## src/rtl/input_conditioner.sv

```systemverilog
// Purpose: per-channel synchronizer plus consecutive-stability debounce filter with edge pulses, bounce statistics and a sticky settle-timeout fault.
// Latency: a clean step reaches level_out and the edge pulse SYNC_STAGES+STABLE_CYCLES clock edges after raw_in is first sampled.
// Backpressure: none; every channel samples raw_in on every clock and the pulses are single-cycle, never held.
module input_conditioner #(
    parameter int              N_CH              = 3,
    parameter int              SYNC_STAGES       = 2,
    parameter int              STABLE_CYCLES     = 64,
    parameter int              MAX_SETTLE_CYCLES = 200000,
    parameter logic [N_CH-1:0] RESET_LEVEL       = '0,
    parameter int              BCNT_W            = 8
) (
    input  logic                     clock,
    input  logic                     reset,
    input  logic [N_CH-1:0]          raw_in,
    input  logic [N_CH-1:0]          fault_clear,
    output logic [N_CH-1:0]          level_out,
    output logic [N_CH-1:0]          rise_pulse,
    output logic [N_CH-1:0]          fall_pulse,
    output logic [N_CH-1:0]          settling,
    output logic [N_CH*BCNT_W-1:0]   bounce_count,
    output logic [N_CH-1:0]          unstable_fault
);

    // Counter widths sized so the terminal values are representable.
    localparam int STAB_W   = $clog2(STABLE_CYCLES + 1);
    localparam int SETTLE_W = $clog2(MAX_SETTLE_CYCLES + 1);

    // stab_cnt holds STABLE_CYCLES-1 on the cycle before the commit edge,
    // so the commit happens on the edge where the count would reach STABLE_CYCLES.
    localparam logic [STAB_W-1:0]   STAB_ONE    = STAB_W'(1);
    localparam logic [STAB_W-1:0]   STAB_LAST   = STAB_W'(STABLE_CYCLES - 1);
    localparam logic [SETTLE_W-1:0] SETTLE_ONE  = SETTLE_W'(1);
    localparam logic [SETTLE_W-1:0] SETTLE_MAX  = SETTLE_W'(MAX_SETTLE_CYCLES);
    localparam logic [SETTLE_W-1:0] SETTLE_PRE  = SETTLE_W'(MAX_SETTLE_CYCLES - 1);
    localparam logic [BCNT_W-1:0]   BCNT_ONE    = BCNT_W'(1);
    localparam logic [BCNT_W-1:0]   BCNT_MAX    = '1;

    typedef enum logic {
        ST_STABLE   = 1'b0,
        ST_SETTLING = 1'b1
    } state_e;

    for (genvar g = 0; g < N_CH; g++) begin : g_ch

        logic [SYNC_STAGES-1:0] sync_q;
        logic                   s;

        state_e                 state_q,  state_d;
        logic                   cand_q,   cand_d;
        logic                   level_q,  level_d;
        logic [STAB_W-1:0]      stab_q,   stab_d;
        logic [SETTLE_W-1:0]    settle_q, settle_d;
        logic [BCNT_W-1:0]      bcnt_q,   bcnt_d;
        logic                   rise_q,   rise_d;
        logic                   fall_q,   fall_d;
        logic                   fault_q,  fault_d;
        logic                   fault_set;

        // Shift the asynchronous input through the synchronizer chain.
        always_ff @(posedge clock or negedge reset) begin
            if (!reset) begin
                sync_q <= {SYNC_STAGES{RESET_LEVEL[g]}};
            end else begin
                sync_q <= {sync_q[SYNC_STAGES-2:0], raw_in[g]};
            end
        end

        assign s = sync_q[SYNC_STAGES-1];

        // Debounce FSM and its counters: state register.
        always_ff @(posedge clock or negedge reset) begin
            if (!reset) begin
                state_q  <= ST_STABLE;
                cand_q   <= RESET_LEVEL[g];
                level_q  <= RESET_LEVEL[g];
                stab_q   <= '0;
                settle_q <= '0;
                bcnt_q   <= '0;
                rise_q   <= 1'b0;
                fall_q   <= 1'b0;
                fault_q  <= 1'b0;
            end else begin
                state_q  <= state_d;
                cand_q   <= cand_d;
                level_q  <= level_d;
                stab_q   <= stab_d;
                settle_q <= settle_d;
                bcnt_q   <= bcnt_d;
                rise_q   <= rise_d;
                fall_q   <= fall_d;
                fault_q  <= fault_d;
            end
        end

        // Debounce FSM next-state: track a candidate level until it has been
        // seen for STABLE_CYCLES consecutive samples, counting bounces and
        // settling time along the way.
        always_comb begin
            state_d   = state_q;
            cand_d    = cand_q;
            level_d   = level_q;
            stab_d    = stab_q;
            settle_d  = settle_q;
            bcnt_d    = bcnt_q;
            rise_d    = 1'b0;
            fall_d    = 1'b0;
            fault_set = 1'b0;

            case (state_q)
                ST_STABLE: begin
                    if (s != level_q) begin
                        state_d  = ST_SETTLING;
                        cand_d   = s;
                        stab_d   = STAB_ONE;
                        settle_d = SETTLE_ONE;
                        bcnt_d   = '0;
                    end
                end

                ST_SETTLING: begin
                    if (settle_q != SETTLE_MAX) begin
                        settle_d = settle_q + SETTLE_ONE;
                    end
                    // Asserted on the edge where settle_cnt reaches its limit
                    // and kept asserted while it sits saturated, so a clear
                    // cannot win while the channel is still stuck settling.
                    if (settle_q >= SETTLE_PRE) begin
                        fault_set = 1'b1;
                    end

                    if (s != cand_q) begin
                        cand_d = s;
                        stab_d = STAB_ONE;
                        if (bcnt_q != BCNT_MAX) begin
                            bcnt_d = bcnt_q + BCNT_ONE;
                        end
                    end else if (stab_q == STAB_LAST) begin
                        state_d = ST_STABLE;
                        // A candidate equal to the current level is a
                        // rejected glitch: leave the level alone, no pulse.
                        if (cand_q != level_q) begin
                            level_d = cand_q;
                            rise_d  = cand_q;
                            fall_d  = ~cand_q;
                        end
                    end else begin
                        stab_d = stab_q + STAB_ONE;
                    end
                end

                default: begin
                    state_d = ST_STABLE;
                end
            endcase

            // Sticky fault: set has priority over the synchronous clear.
            if (fault_set) begin
                fault_d = 1'b1;
            end else if (fault_clear[g]) begin
                fault_d = 1'b0;
            end else begin
                fault_d = fault_q;
            end
        end

        assign level_out[g]                     = level_q;
        assign rise_pulse[g]                    = rise_q;
        assign fall_pulse[g]                    = fall_q;
        assign settling[g]                      = (state_q == ST_SETTLING);
        assign bounce_count[g*BCNT_W +: BCNT_W] = bcnt_q;
        assign unstable_fault[g]                = fault_q;
    end

endmodule
```

## config.mk

```make
export PLATFORM = sky130hd
export DESIGN_NAME = input_conditioner
export DESIGN_NICKNAME = d
export VERILOG_FILES = /design/src/rtl/input_conditioner.sv
export SDC_FILE = /design/constraint.sdc
export NUM_CORES = 1
export LEC_CHECK = 0
export ABC_AREA = 1
export CORE_AREA = 2 2 88 153
export CTS_CLUSTER_SIZE = 30
export DETAILED_ROUTE_END_ITERATION = 8
export DIE_AREA = 0 0 90 155
export GPL_TIMING_DRIVEN = 1
export PLACE_DENSITY = 0.85
export SLEW_MARGIN = 15
export SYNTH_ARGS = -nofsm -noshare
export SYNTH_HDL_FRONTEND = slang
export SYNTH_SLANG_ARGS = --single-unit
```

## constraint.sdc

```tcl
create_clock -name clock -period 2.4 [get_ports clock]
set_input_delay 0.48 -clock clock [delete_from_list [all_inputs] [get_ports clock]]
set_output_delay 0.48 -clock clock [all_outputs]
set_load 0.1 [all_outputs]
```

==> results_dict.tcl <==
set metrics [dict create \
    status "finished, final reports clean" \
    required_ns 2.69 \
    synth-edff-count 0 \
    drc 0 \
    p_per_area_mw_per_mm2 999.9 \
    synth_area_leaders "dfrtp_1, nand2_1, nand3_1" \
    ir_worst_vdd_uv 821.2 \
    netlist_area_mm2 0.007294 \
    met3_usage_pct 4.552 \
    synthFlopType "dfrtp_1" \
    clk_pin_slew_ns 0.06 \
    synth_top_cell_area_share_pct 42.20 \
    initial_core_util_pct 56.99 \
    syn2layout_area_growth_pct 13.57 \
    fin_setup_tns_ns 0 \
    antenna_found_initial 0 \
    port_buffers 46 \
    top_usage_layer "met2" \
    grt_util_met1_pct 24.78 \
    drive_gt1_share_pct 12.21 \
    async_flop_share_pct 100.0 \
    arrival_ns 2.17 \
    cap_violations 0 \
    yosys.area.top_type "dfrtp_1" \
    dp_hpwl_mm 12.40 \
    min_period_over_period_pct 78.34 \
    grt_usage_pct 25.64 \
    post_cts.repair.setup_buffers 0 \
    diodes 0 \
    cp_max_fo 15 \
    die_x_um 90 \
    cp-start-kind "flop" \
    first_iter_violations 369 \
    setup-violations-final 0 \
    drtPass1Iterations 7 \
    final_nets 1037 \
    critical_path_class "flop to flop" \
    synth.distinct_cells 37 \
    drt-wirelength-per-cell_um 14.28 \
    rr_worst_depth 9 \
    fp.dieH_um 155 \
    syn_avg_cell_area_um2 7.497 \
    grt_pass1_vias 6460 \
    cts_root_buffer "clkbuf_16" \
    cts_resized 0 \
    die_area_mm2 0.01395 \
    finalPower_uw 8283 \
    io_pins 47 \
    grt_max_degree 52 \
    hold_viol_final 0 \
    vias 6565 \
    routed_wirelength_mm 17.06 \
    overflow 0 \
    timing.final.max_slew_violations 0 \
    synth_fp_nets 999 \
    via_per_inst 5.494 \
    postRouteAntennaNets 0 \
    gp_congestion 0.9856 \
    startpoint "g_ch[0].settle_q[0]$_DFFE_PN0P_" \
    end_kind "flop" \
    fmax_ghz 0.5319 \
    cts-buffers-inserted 17 \
    core_mm2 0.01280 \
    dp_worst_setup_slack_ns 0.5948 \
    hold_class "input port to async pin" \
    rrSetupSlack_ns 0.52 \
    holdBufCountCts 0 \
    use_met2_pct 49.80 \
    rr_startpoint "g_ch[0].settle_q[0]$_DFFE_PN0P_" \
    rsz0062_at_grt "no" \
    slew_headroom_pct 62.04 \
    fp-row-count 55 \
    setup_ws_ns 0.5199 \
    htree_levels 4 \
    grt_pass1_wl_mm 29.05 \
    leakage_uw 0.003940 \
    skew_ns 0.009122 \
    worst_pin_slew_ns 0.5693 \
    cts_num_sinks 123 \
    seq_area_frac_synth_pct 42.20 \
    synth-seq-cells 123 \
    fill_cells 1088 \
    regToRegEndpoint "g_ch[0].settle_q[0]$_DFFE_PN0P_" \
    synth_cells 973 \
    yosys_warnings 0 \
    period_minus_slack_ns 1.880 \
    clk_path_buf_depth 2 \
    clkLatencyLatePin_ns 0.42 \
    cts_tree "built" \
]
[kinds of logic (layout without fill, tap and decap cells)]
group                      count (synthesis)  count (layout)  synth area share [%]
AOI/OAI and AO/OA                        114             114                 9.640
xor gates and xnor gates                  35              35                 4.202
adders and majority gates                 18              18                 3.088
buffers and inverters                    149             200                 9.365
DFF                                      123             123                 42.20
and+or+nand+nor                          534             534                 31.51
[metal layers]
| metal | vias to the layer above | share of wire (%) |
|---|---|---|
| met4 | 0 | 5.3 |
| met1 | 3066 | 36 |
| li1 | 3214 | - |
| met2 | 208 | 55 |
| met5 | - | 0 |
| met3 | 77 | 3.5 |
[worst max path at each step]
stage,endpoint,slack (ns),cells after the start
2_1_floorplan,g_ch[0].bcnt_q[3]$_DFFE_PN0P_,0.15,10
3_3_place_gp,g_ch[2].settle_q[17]$_DFFE_PN0P_,0.61,7
3_5_place_dp,g_ch[2].settle_q[12]$_DFFE_PN0P_,0.59,8
4_1_cts,g_ch[2].settle_q[10]$_DFFE_PN0P_,0.50,8
5_1_grt,g_ch[0].settle_q[0]$_DFFE_PN0P_,0.32,9
6_report,g_ch[0].settle_q[0]$_DFFE_PN0P_,0.52,9
[cells in the final DEF, fill, tap and decap left out, types with 2 or more instances in the layout]
cell type / n
xor2_1: 30
o22ai_2: 7
nor3_1: 15
o21ai_2: 6
o22ai_1: 6
o21ai_0: 50
inv_2: 10
a21oi_1: 11
clkbuf_16: 17
o21ai_1: 18
clkinvlp_4: 5
nand2_4: 2
nand2_1: 249
clkdlybuf4s50_1: 6
buf_12: 4
or2_2: 4
nand2_2: 11
nor2_1: 120
o41ai_1: 5
buf_4: 43
ha_1: 18
o21bai_1: 7
xnor2_1: 5
nor3b_1: 7
clkinv_2: 2
dfrtp_1: 123
nand3b_1: 2
inv_1: 104
nor2_2: 3
inv_6: 6
nand3_1: 101
nand4_1: 18
[synthesized netlist by cell type, types with 2 or more instances]
library cell and n:
nand2_1 249, dfrtp_1 123, nor2_1 120, inv_1 104, nand3_1 101, o21ai_0 50, xor2_1 30, ha_1 18
nand4_1 18, o21ai_1 18, buf_4 16, nor3_1 15, a21oi_1 11, nand2_2 11, inv_2 10, buf_6 8
nor3b_1 7, o21bai_1 7, o22ai_2 7, o21ai_2 6, o22ai_1 6, o41ai_1 5, xnor2_1 5, clkbuf_1 4
or2_2 4, buf_1 3, buf_2 3, nor2_2 3, nand2_4 2, nand3b_1 2
[state kept, by name, indices dropped and copies added (netlist names), 6 cells and up]
signal         flops
g_ch.settle_q     54
g_ch.bcnt_q       24
g_ch.stab_q       21
g_ch.sync_q        6
[power breakdown]
part	total, uW	leakage [uW]	switching, uW	internal (uW)
logic	2850	0.00209	2040	811
clock network	2450	0.000263	1020	1440
registers	2980	0.00159	506	2470
total	8280	0.00394	3560	4720
[cell type report]
type / instances / area [um^2] / area share [%]
multi-input cells: 701 / 3533 / 42.65
repair buffers: 53 / 462.9 / 5.588
clock buffers: 17 / 425.4 / 5.135
clock inverters: 15 / 138.9 / 1.676
well taps: 171 / 214.0 / 2.583
inverters: 115 / 431.7 / 5.211
flip-flops and latches: 123 / 3078 / 37.15
[critical path, stage by stage, from the launching register on]
cell and delay [ns]:
dfrtp_1 0.44, inv_1 0.11, ha_1 0.15, nand3_1 0.07
nor2_1 0.17, nand2_1 0.12, nand2_1 0.28, inv_2 0.21
o21ai_0 0.11, o21ai_0 0.10
[stage by stage]
stage | cell area [um^2] | std cells | util (%) | hold WS (ns)
after floorplan | 7295 | 973 | - | 0.1844
after global placement | 7720 | 1163 | 60.31 | 0.3349
after detailed placement | 7720 | 1163 | 60.31 | 0.3381
after CTS | 8284 | 1195 | 64.72 | 0.07349
after global routing | 8284 | 1195 | 64.72 | 0.08927
final | 8284 | 1195 | 64.72 | 0.05810
Power figures use the tool's default switching activity.
